### src/rtl/fetch_stage_if.sv
// rtl/fetch_stage_if.sv - fetch stage memory, redirect and decode-side signal bundle
// Optional misalign_err appears only when FETCH_MISALIGN_CHECK_EN is defined.
interface fetch_stage_if;
   logic        imem_req_valid;
   logic        imem_req_ready;
   logic [31:0] imem_req_addr;
   logic        imem_resp_valid;
   logic [31:0] imem_resp_data;
   logic        redirect_valid;
   logic [31:0] redirect_pc;
   logic        id_valid;
   logic        id_ready;
   logic [31:0] id_instr;
   logic [31:0] id_pc;
   logic [6:0]  id_opcode;
   logic [2:0]  id_funct3;
   logic [6:0]  id_funct7;
`ifdef FETCH_MISALIGN_CHECK_EN
   logic        misalign_err;
`endif

   modport master (
      output imem_req_valid, imem_req_addr, id_valid, id_instr, id_pc,
      output id_opcode, id_funct3, id_funct7,
`ifdef FETCH_MISALIGN_CHECK_EN
      output misalign_err,
`endif
      input  imem_req_ready, imem_resp_valid, imem_resp_data,
      input  redirect_valid, redirect_pc, id_ready
   );

   modport slave (
      input  imem_req_valid, imem_req_addr, id_valid, id_instr, id_pc,
      input  id_opcode, id_funct3, id_funct7,
`ifdef FETCH_MISALIGN_CHECK_EN
      input  misalign_err,
`endif
      output imem_req_ready, imem_resp_valid, imem_resp_data,
      output redirect_valid, redirect_pc, id_ready
   );
endinterface

### src/rtl/fetch_stage.sv
// rtl/fetch_stage.sv - single-outstanding instruction fetch stage with one-entry decode buffer
// FETCH_MISALIGN_CHECK_EN: reject misaligned redirects and flag them on a sticky misalign_err.
module fetch_stage #(
   parameter logic [31:0] RESET_PC = 32'h0000_0000
) (
   input  logic          clk,
   input  logic          rst_n,
   fetch_stage_if.master bus
);
   typedef enum logic [1:0] {S_REQ, S_WAIT, S_HOLD, S_DROP} state_t;

   state_t      state;
   logic [31:0] pc;
   logic [31:0] pend_pc;
   logic [31:0] instr_q;
   logic [31:0] id_pc_q;
   logic        req_valid_q;
   logic        id_valid_q;
   logic        accept;
   logic        redir;
   logic [31:0] redir_pc;

`ifdef FETCH_MISALIGN_CHECK_EN
   logic        err_q;
   assign redir    = bus.redirect_valid && (bus.redirect_pc[1:0] == 2'b00);
   assign redir_pc = bus.redirect_pc;
   assign bus.misalign_err = err_q;
`else
   logic        unused_redir_lsbs;
   assign unused_redir_lsbs = ^bus.redirect_pc[1:0];
   assign redir    = bus.redirect_valid;
   assign redir_pc = {bus.redirect_pc[31:2], 2'b00};
`endif

   assign accept = req_valid_q && bus.imem_req_ready;

   always_ff @(posedge clk or negedge rst_n) begin
      if (!rst_n) begin
         state       <= S_REQ;
         req_valid_q <= 1'b1;
         pc          <= RESET_PC;
         pend_pc     <= 32'h0000_0000;
         instr_q     <= 32'h0000_0013;
         id_pc_q     <= 32'h0000_0000;
         id_valid_q  <= 1'b0;
`ifdef FETCH_MISALIGN_CHECK_EN
         err_q       <= 1'b0;
`endif
      end else begin
`ifdef FETCH_MISALIGN_CHECK_EN
         if (bus.redirect_valid && (bus.redirect_pc[1:0] != 2'b00)) begin
            err_q <= 1'b1;
         end
`endif
         case (state)
            S_REQ: begin
               if (redir) begin
                  pc         <= redir_pc;
                  id_valid_q <= 1'b0;
                  // An accepted request still owes us a response; swallow it.
                  if (accept) begin
                     state       <= S_DROP;
                     req_valid_q <= 1'b0;
                  end
               end else if (accept) begin
                  pc          <= pc + 32'd4;
                  pend_pc     <= pc;
                  state       <= S_WAIT;
                  req_valid_q <= 1'b0;
               end
            end
            S_WAIT: begin
               if (redir) begin
                  pc         <= redir_pc;
                  id_valid_q <= 1'b0;
                  // A response arriving with the redirect is the stale one itself.
                  if (bus.imem_resp_valid) begin
                     state       <= S_REQ;
                     req_valid_q <= 1'b1;
                  end else begin
                     state <= S_DROP;
                  end
               end else if (bus.imem_resp_valid) begin
                  instr_q    <= bus.imem_resp_data;
                  id_pc_q    <= pend_pc;
                  id_valid_q <= 1'b1;
                  state      <= S_HOLD;
               end
            end
            S_HOLD: begin
               if (redir || bus.id_ready) begin
                  if (redir) begin
                     pc <= redir_pc;
                  end
                  id_valid_q  <= 1'b0;
                  state       <= S_REQ;
                  req_valid_q <= 1'b1;
               end
            end
            S_DROP: begin
               if (redir) begin
                  pc <= redir_pc;
               end
               if (bus.imem_resp_valid) begin
                  state       <= S_REQ;
                  req_valid_q <= 1'b1;
               end
            end
            default: begin
               state       <= S_REQ;
               req_valid_q <= 1'b1;
               id_valid_q  <= 1'b0;
            end
         endcase
      end
   end

   assign bus.imem_req_valid = req_valid_q;
   assign bus.imem_req_addr  = pc;
   assign bus.id_valid       = id_valid_q;
   assign bus.id_instr       = instr_q;
   assign bus.id_pc          = id_pc_q;
   assign bus.id_opcode      = instr_q[6:0];
   assign bus.id_funct3      = instr_q[14:12];
   assign bus.id_funct7      = instr_q[31:25];
endmodule

### src/flat_wrapper.sv
// flat-port wrapper written by rule: the top's interface ports become plain ports
module fetch_stage_flat 
#(
   parameter logic [31:0] RESET_PC = 32'h0000_0000
)
  (clk, rst_n, bus_imem_req_valid, bus_imem_req_addr, bus_id_valid, bus_id_instr, bus_id_pc, bus_id_opcode, bus_id_funct3, bus_id_funct7, bus_imem_req_ready, bus_imem_resp_valid, bus_imem_resp_data, bus_redirect_valid, bus_redirect_pc, bus_id_ready);
  fetch_stage_if bus_i ();
  input  logic clk;
  input  logic rst_n;
  output wire logic [$bits(bus_i.imem_req_valid)-1:0] bus_imem_req_valid;
  output wire logic [$bits(bus_i.imem_req_addr)-1:0] bus_imem_req_addr;
  output wire logic [$bits(bus_i.id_valid)-1:0] bus_id_valid;
  output wire logic [$bits(bus_i.id_instr)-1:0] bus_id_instr;
  output wire logic [$bits(bus_i.id_pc)-1:0] bus_id_pc;
  output wire logic [$bits(bus_i.id_opcode)-1:0] bus_id_opcode;
  output wire logic [$bits(bus_i.id_funct3)-1:0] bus_id_funct3;
  output wire logic [$bits(bus_i.id_funct7)-1:0] bus_id_funct7;
  input wire logic [$bits(bus_i.imem_req_ready)-1:0] bus_imem_req_ready;
  input wire logic [$bits(bus_i.imem_resp_valid)-1:0] bus_imem_resp_valid;
  input wire logic [$bits(bus_i.imem_resp_data)-1:0] bus_imem_resp_data;
  input wire logic [$bits(bus_i.redirect_valid)-1:0] bus_redirect_valid;
  input wire logic [$bits(bus_i.redirect_pc)-1:0] bus_redirect_pc;
  input wire logic [$bits(bus_i.id_ready)-1:0] bus_id_ready;
  assign bus_imem_req_valid = bus_i.imem_req_valid;
  assign bus_imem_req_addr = bus_i.imem_req_addr;
  assign bus_id_valid = bus_i.id_valid;
  assign bus_id_instr = bus_i.id_instr;
  assign bus_id_pc = bus_i.id_pc;
  assign bus_id_opcode = bus_i.id_opcode;
  assign bus_id_funct3 = bus_i.id_funct3;
  assign bus_id_funct7 = bus_i.id_funct7;
  assign bus_i.imem_req_ready = bus_imem_req_ready;
  assign bus_i.imem_resp_valid = bus_imem_resp_valid;
  assign bus_i.imem_resp_data = bus_imem_resp_data;
  assign bus_i.redirect_valid = bus_redirect_valid;
  assign bus_i.redirect_pc = bus_redirect_pc;
  assign bus_i.id_ready = bus_id_ready;
  fetch_stage #(.RESET_PC(RESET_PC)) u_core (.clk(clk), .rst_n(rst_n), .bus(bus_i));
endmodule
### config.mk
export PLATFORM = sky130hd
export DESIGN_NAME = fetch_stage_flat
export DESIGN_NICKNAME = d
export VERILOG_FILES = /design/src/rtl/fetch_stage_if.sv /design/src/rtl/fetch_stage.sv /design/src/flat_wrapper.sv
export SDC_FILE = /design/constraint.sdc
export NUM_CORES = 1
export LEC_CHECK = 0
export ABC_AREA = 1
export BUFFER_PORTS_ARGS = -buffer_cell sky130_fd_sc_hd__buf_4
export CAP_MARGIN = 25
export CORE_ASPECT_RATIO = 1.4
export CORE_UTILIZATION = 45
export DETAILED_ROUTE_END_ITERATION = 7
export GPL_TIMING_DRIVEN = 0
export PLACE_DENSITY_LB_ADDON = 0.25
export SYNTH_ARGS = -nofsm -noshare
export SYNTH_HDL_FRONTEND = slang
export SYNTH_SLANG_ARGS = --single-unit
### constraint.sdc
create_clock -name clk -period 2 [get_ports clk]
set_input_delay 0.2 -clock clk [delete_from_list [all_inputs] [get_ports clk]]
set_output_delay 0.2 -clock clk [all_outputs]
set_load 0.02 [all_outputs]
# [Word-level counts from Yosys, hierarchy flattened]
# Cells that the tools add are included.
[totals] ff_bits=132 input_bits=70 output_inout_bits=115
[classes] mux=24 n_bitwise=1 n_addsub=1 n_reduce_logical=11 n_eq_ne=10
[ops] cell="two-way mux 32 bit" count=4
[ops] cell="one-hot mux 32 bit (3 select lines)" count=1
[ops] cell="adder 32 x 3 -> 32 bit, second input constant" count=1
[ops] cell="two-way mux 2 bit" count=8
[ops] cell="AND reduction 3 bit" count=3
[ops] cell="two-way mux 1 bit" count=8
[ops] cell="one-hot mux 2 bit (4 select lines)" count=1
[ops] cell="AND reduction 4 bit" count=2
[ops] cell="!= test 2 bit, second input constant" count=3
[ops] cell="equality test 2 bit, second input constant" count=2
[ops] cell="!= test 2 x 1 -> 1 bit, second input constant" count=2
[ops] cell="one-hot mux 1 bit (4 select lines)" count=1
[ops] cell="!= test 3 x 2 -> 1 bit, second input constant" count=1
[ops] cell="!= test 3 bit, second input constant" count=1
[ops] cell="one-hot mux 1 bit (3 select lines)" count=1
[ops] cell="nonzero test 3 bit" count=1
[ops] cell="equality test 2 x 1 -> 1 bit, second input constant" count=1
[ops] cell="zero test 2 bit" count=1
[ops] cell="AND reduction 2 bit" count=1
[ops] cell="OR reduction 2 bit" count=1
[ops] cell="logical AND 1 bit" count=1
[ops] cell="logical OR 1 bit" count=1
[ops] cell="inverter 1 bit" count=1

# [Logic depth before layout (Yosys ltp)]
[logic_depth] depth_word=4 mapped_depth=11 mapped_depth_nobuf=10

# [Worst setup path after synthesis]
# No wires, ideal clock.
[synth_timing] kind="register to register" start="register u_core.pc[3], in the netlist u_core.bus.imem_req_addr[3]" end="register u_core.pc[20], in the netlist u_core.bus.imem_req_addr[20]" arrival_time_ps=1444 synth_period_minus_slack_ps=1561 required_ps=1883 path_slack_ps=439 stages_incl_launch_ff=11 cell_sequence="dfrtp_1 ha_1 nand2_1 nor2_2 nand3_1 nor2_1 nand2_1 nand2_1 nand2_1 nand2_1 nand2_1"
[synth_between] elab_chain_len=4
[synth_lines] item="start: declaration" line_no="fetch_stage.sv:13" text="logic [31:0] pc;"
[synth_lines] item="start signal: assignment" line_no="fetch_stage.sv:58" text="pc <= redir_pc;"
[synth_lines] item="start signal: assignment" line_no="fetch_stage.sv:66" text="pc <= pc + 32'd4;"
[synth_lines] item="start signal: assignment" line_no="fetch_stage.sv:74" text="pc <= redir_pc;"
[synth_lines] item="adder 32 x 3 -> 32 bit" line_no="fetch_stage.sv:66"
[synth_lines] item="two-way mux 32 bit" line_no="fetch_stage.sv:65" text="end else if (accept) begin"
[synth_lines] item="two-way mux 32 bit" line_no="fetch_stage.sv:57" text="if (redir) begin"
[synth_lines] item="one-hot mux 32 bit (3 select lines)" line_no="fetch_stage.sv:55" text="case (state)"
# No other way between the ends. The select of a mux whose other input is x is not followed.
# A chain may end at the register's enable or synchronous reset.

# [Final worst setup path]
[layout_timing] start="register u_core.pc[4], in the netlist u_core.bus.imem_req_addr[4]" end="register u_core.pc[27], in the netlist u_core.bus.imem_req_addr[27]"
# The elaborated chain is that of the path after synthesis.

==> flow_metrics.py <==
metrics = {
    "status": {
        "status": "complete, no violations",
    },
    "routing": {
        "wl_per_cell_um": 14.6,
        "drt-total-wl_um": 16600,
        "first_pass_iters": 6,
        "ant_nets": 0,
        "vias": 5566,
        "avgViaCountPerCell": 4.90,
        "post-route-drc-count": 0,
        "drt_iter0_markers": 343,
    },
    "logic_synthesis": {
        "async_reset_ff_frac": 1.00,
        "yosys.area.top_type": "dfrtp_1",
        "synth.area.top_cells": "dfrtp_1 (49%), nand2_1 (13%), o21ai_0 (6.6%)",
        "syn_inst": 739,
        "ys_seq_area_frac": 0.509,
        "ys_ff_latch": 126,
        "synth_top_area_share": 0.492,
        "netlist_area_sq_um": 6210,
        "synth_compound_area_frac": 0.0850,
        "avgSynthCellArea_sq_um": 8.40,
        "synthMuxAreaShare": 0.0695,
        "synth_cell_types": 33,
        "ys_warn_count": 0,
        "synth_top_family_by_area": "simple AND/OR/NAND/NOR gates",
        "synthFlopType": "dfrtp_1",
        "synth_edf_count": 0,
        "synth-simple-area-share": 0.234,
        "synth_fa_ha_area_frac": 0.00201,
        "synth-xor-area-share": 0.00282,
    },
    "timing": {
        "fin_crit_sh": 0.925,
        "slew_headroom": 0.607,
        "worst_pin_slew_ns": 0.589,
        "rsz0062_at_grt": "no",
        "setup_tns_ns": 0,
        "finalHoldViolCount": 0,
        "fin_ws_ns": 0.150,
        "final-max-slew-violation-count": 0,
        "hold_slack_ns": 0.0224,
        "setup_violations": 0,
        "skew_ns": 0.0137,
        "max_freq_mhz": 540,
        "period_minus_slack_ns": 1.85,
    },
    "clock_tree": {
        "clock-root-buffer": "clkbuf_16",
        "cts_tree": "yes",
        "clockBufferDepth": 2,
        "cts_buffers": 17,
        "clock_latency_ns": 0.41,
        "cts_max_level": 4,
        "cts_sinks": 126,
        "clk_pin_slew_ns": 0.06,
    },
    "worst_setup_path": {
        "rr_worst_depth": 10,
        "worst-setup-path-type": "reg2reg",
        "r2r-start": "u_core.bus.imem_req_addr[4]$_DFFE_PN0P_",
        "start_kind": "flip-flop",
        "reg2reg_slack_ns": 0.15,
        "critPathMaxFanout": 8,
        "cp-end-kind": "flip-flop",
        "r2r-end": "u_core.bus.imem_req_addr[27]$_DFFE_PN0P_",
        "arrival_ns": 2.16,
        "worstPathRequired_ns": 2.31,
    },
    "power": {
        "vdd_drop_max_v": 0.000641,
        "power.density_nw_per_um2": 1620,
        "leakagePower_uw": 0.00428,
    },
    "layout": {
        "diodes": 0,
        "fin_nets": 1012,
        "area_growth_syn_to_layout_pct": 36.0,
        "fin_area_sq_um": 8450,
        "fill_cells": 1205,
        "drive_gt1_frac": 0.308,
    },
    "worst_hold_path": {
        "hold_class": "in2reg",
        "min_to": "u_core.bus.id_instr[9]$_DFFE_PN0P_",
        "min_from": "bus_imem_resp_data[9]",
        "worstHoldPathCells": 2,
    },
    "placed_design": {
        "dpl_cell_area_sq_um": 7820,
        "numPortBuffers": 178,
        "place_hpwl_um": 12300,
        "pre_cts_ws_ns": 0.183,
        "place.gp.congestion": 0.908,
    },
    "global_route": {
        "grt_util_all_layers": 0.242,
        "grt_pass1_vias": 5368,
        "grt_max_degree": 84,
        "grt_pass1_wl_um": 26300,
        "antenna_found_initial": 0,
        "grt_overflow": 0,
    },
    "die": {
        "die_area_sq_um": 14300,
        "boundaryPins": 185,
        "placementRows": 50,
        "initial_utilization": 0.462,
        "die_h_um": 141,
        "core_area_sq_um": 13500,
        "fp.dieW_um": 101,
    },
    "flow_run": {
        "drv_cap": 0,
    },
}
## logic make-up after synthesis
kind of cell,Yosys count
other,1
AND/OR/NAND/NOR,353
XOR/XNOR,2
flip-flops,126
AO/OA/AOI/OAI,103
multiplexers,32
buffers and inverters,121
adder cells (fa/ha/maj),1
## synth_stat cells (all sizes together) (3+ instances only)
cell type and instances:
nor2 68, a21oi 11, o21ai 85, dfstp 4, dfrtp 122, nand4 7, nand3 45, o21bai 3
or2 5, nand2 224, nor3 3, clkbuf 10, inv 70, mux2 32, buf 39
## power by group
group | switching (uW) | internal [uW] | leakage [uW]
logic | 3210 | 2630 | 0.00246
clock network | 1040 | 2150 | 0.000299
registers | 901 | 3730 | 0.00151
total | 5150 | 8510 | 0.00428
## metrics by stage
| step | power (uW) | util | instances |
|---|---|---|---|
| after floorplan | 8010 | - | 742 |
| after global placement | 10400 | 0.579 | 1102 |
| after detailed placement | 10500 | 0.581 | 1103 |
| after CTS | 13800 | 0.627 | 1136 |
| after global routing | 14500 | 0.628 | 1136 |
| final | 13700 | 0.628 | 1136 |
## layout make-up
cell class	count	area, sq um	area share
flip-flops and latches	126	3160	0.374
multi-input cells	495	2460	0.292
repair buffers	180	1380	0.163
clock buffers	25	475	0.0563
plain buffers	49	338	0.0400
inverters	72	270	0.0320
well taps	182	228	0.0270
clock inverters	7	135	0.0160
## sequential cells by signal, summed over array words and instances, names as in the netlist
name / flops
u_core.pend_pc: 30
u_core.bus.imem_req_valid: 1
u_core.bus.id_pc: 30
u_core.bus.id_valid: 1
u_core.state: 2
u_core.bus.imem_req_addr: 30
u_core.bus.id_instr: 32
## timing repair
action                                  4_1_cts  5_1_grt
endpoints found under the setup margin        0        1
endpoints found under the hold margin        42        0
hold buffers                                  1        0
buffers inserted                              0        0
resized for setup                             0        2
## worst max path at each step
stage	start	end	slack, ns	cells after the start
detailed placement	u_core.bus.imem_req_addr[3]$_DFFE_PN0P_	u_core.bus.imem_req_addr[20]$_DFFE_PN0P_	0.18	10
floorplan	u_core.bus.imem_req_addr[3]$_DFFE_PN0P_	u_core.bus.imem_req_addr[20]$_DFFE_PN0P_	0.44	10
CTS	u_core.bus.imem_req_addr[3]$_DFFE_PN0P_	u_core.bus.imem_req_addr[20]$_DFFE_PN0P_	0.17	10
global route	u_core.bus.imem_req_addr[9]$_DFFE_PN0P_	u_core.bus.imem_req_addr[29]$_DFFE_PN0P_	0.005	9
finish	u_core.bus.imem_req_addr[4]$_DFFE_PN0P_	u_core.bus.imem_req_addr[27]$_DFFE_PN0P_	0.15	10
global placement	u_core.bus.imem_req_addr[3]$_DFFE_PN0P_	u_core.bus.imem_req_addr[20]$_DFFE_PN0P_	0.20	10
## critical path, cell delays in order (launching register included)
cell     delay (ns)
dfrtp_1        0.36
buf_2          0.18
nand2_1        0.06
nor2_1         0.24
nand2_1        0.24
nor2_1         0.32
nand2_1        0.10
nand2_1        0.06
nand3_1        0.08
nand2_1        0.06
nand2_1        0.04
## cell usage in the layout, fill, tap and decap left out, drive strengths merged
cell type    netlist  layout
o21ai             85      85
nor2              68      68
ha                 1       1
dfrtp            122     122
nand2            224     224
a31oi              2       2
inv               70      70
or2                5       5
nor3               3       3
conb               1       4
buf               39     218
bufinv             0       4
a21oi             11      11
and3               1       1
nand3             45      45
nand4              7       7
xnor2              2       2
clkbuf            10      35
dlygate4sd3        0       1
clkinv             2       5
dfstp              4       4
mux2              32      32
o22ai              2       2
o21bai             3       3
## metal layers
layer,GRT usage,wire (um),part of all wire,vias to the layer above
li1,-,-,-,2733
met1,0.275,6310,0.38,2564
met2,0.425,8410,0.51,243
met3,0.0540,1360,0.082,26
met4,0.116,487,0.029,0
met5,0,0,0,-
No activity file was read; power rests on OpenSTA's default activity.
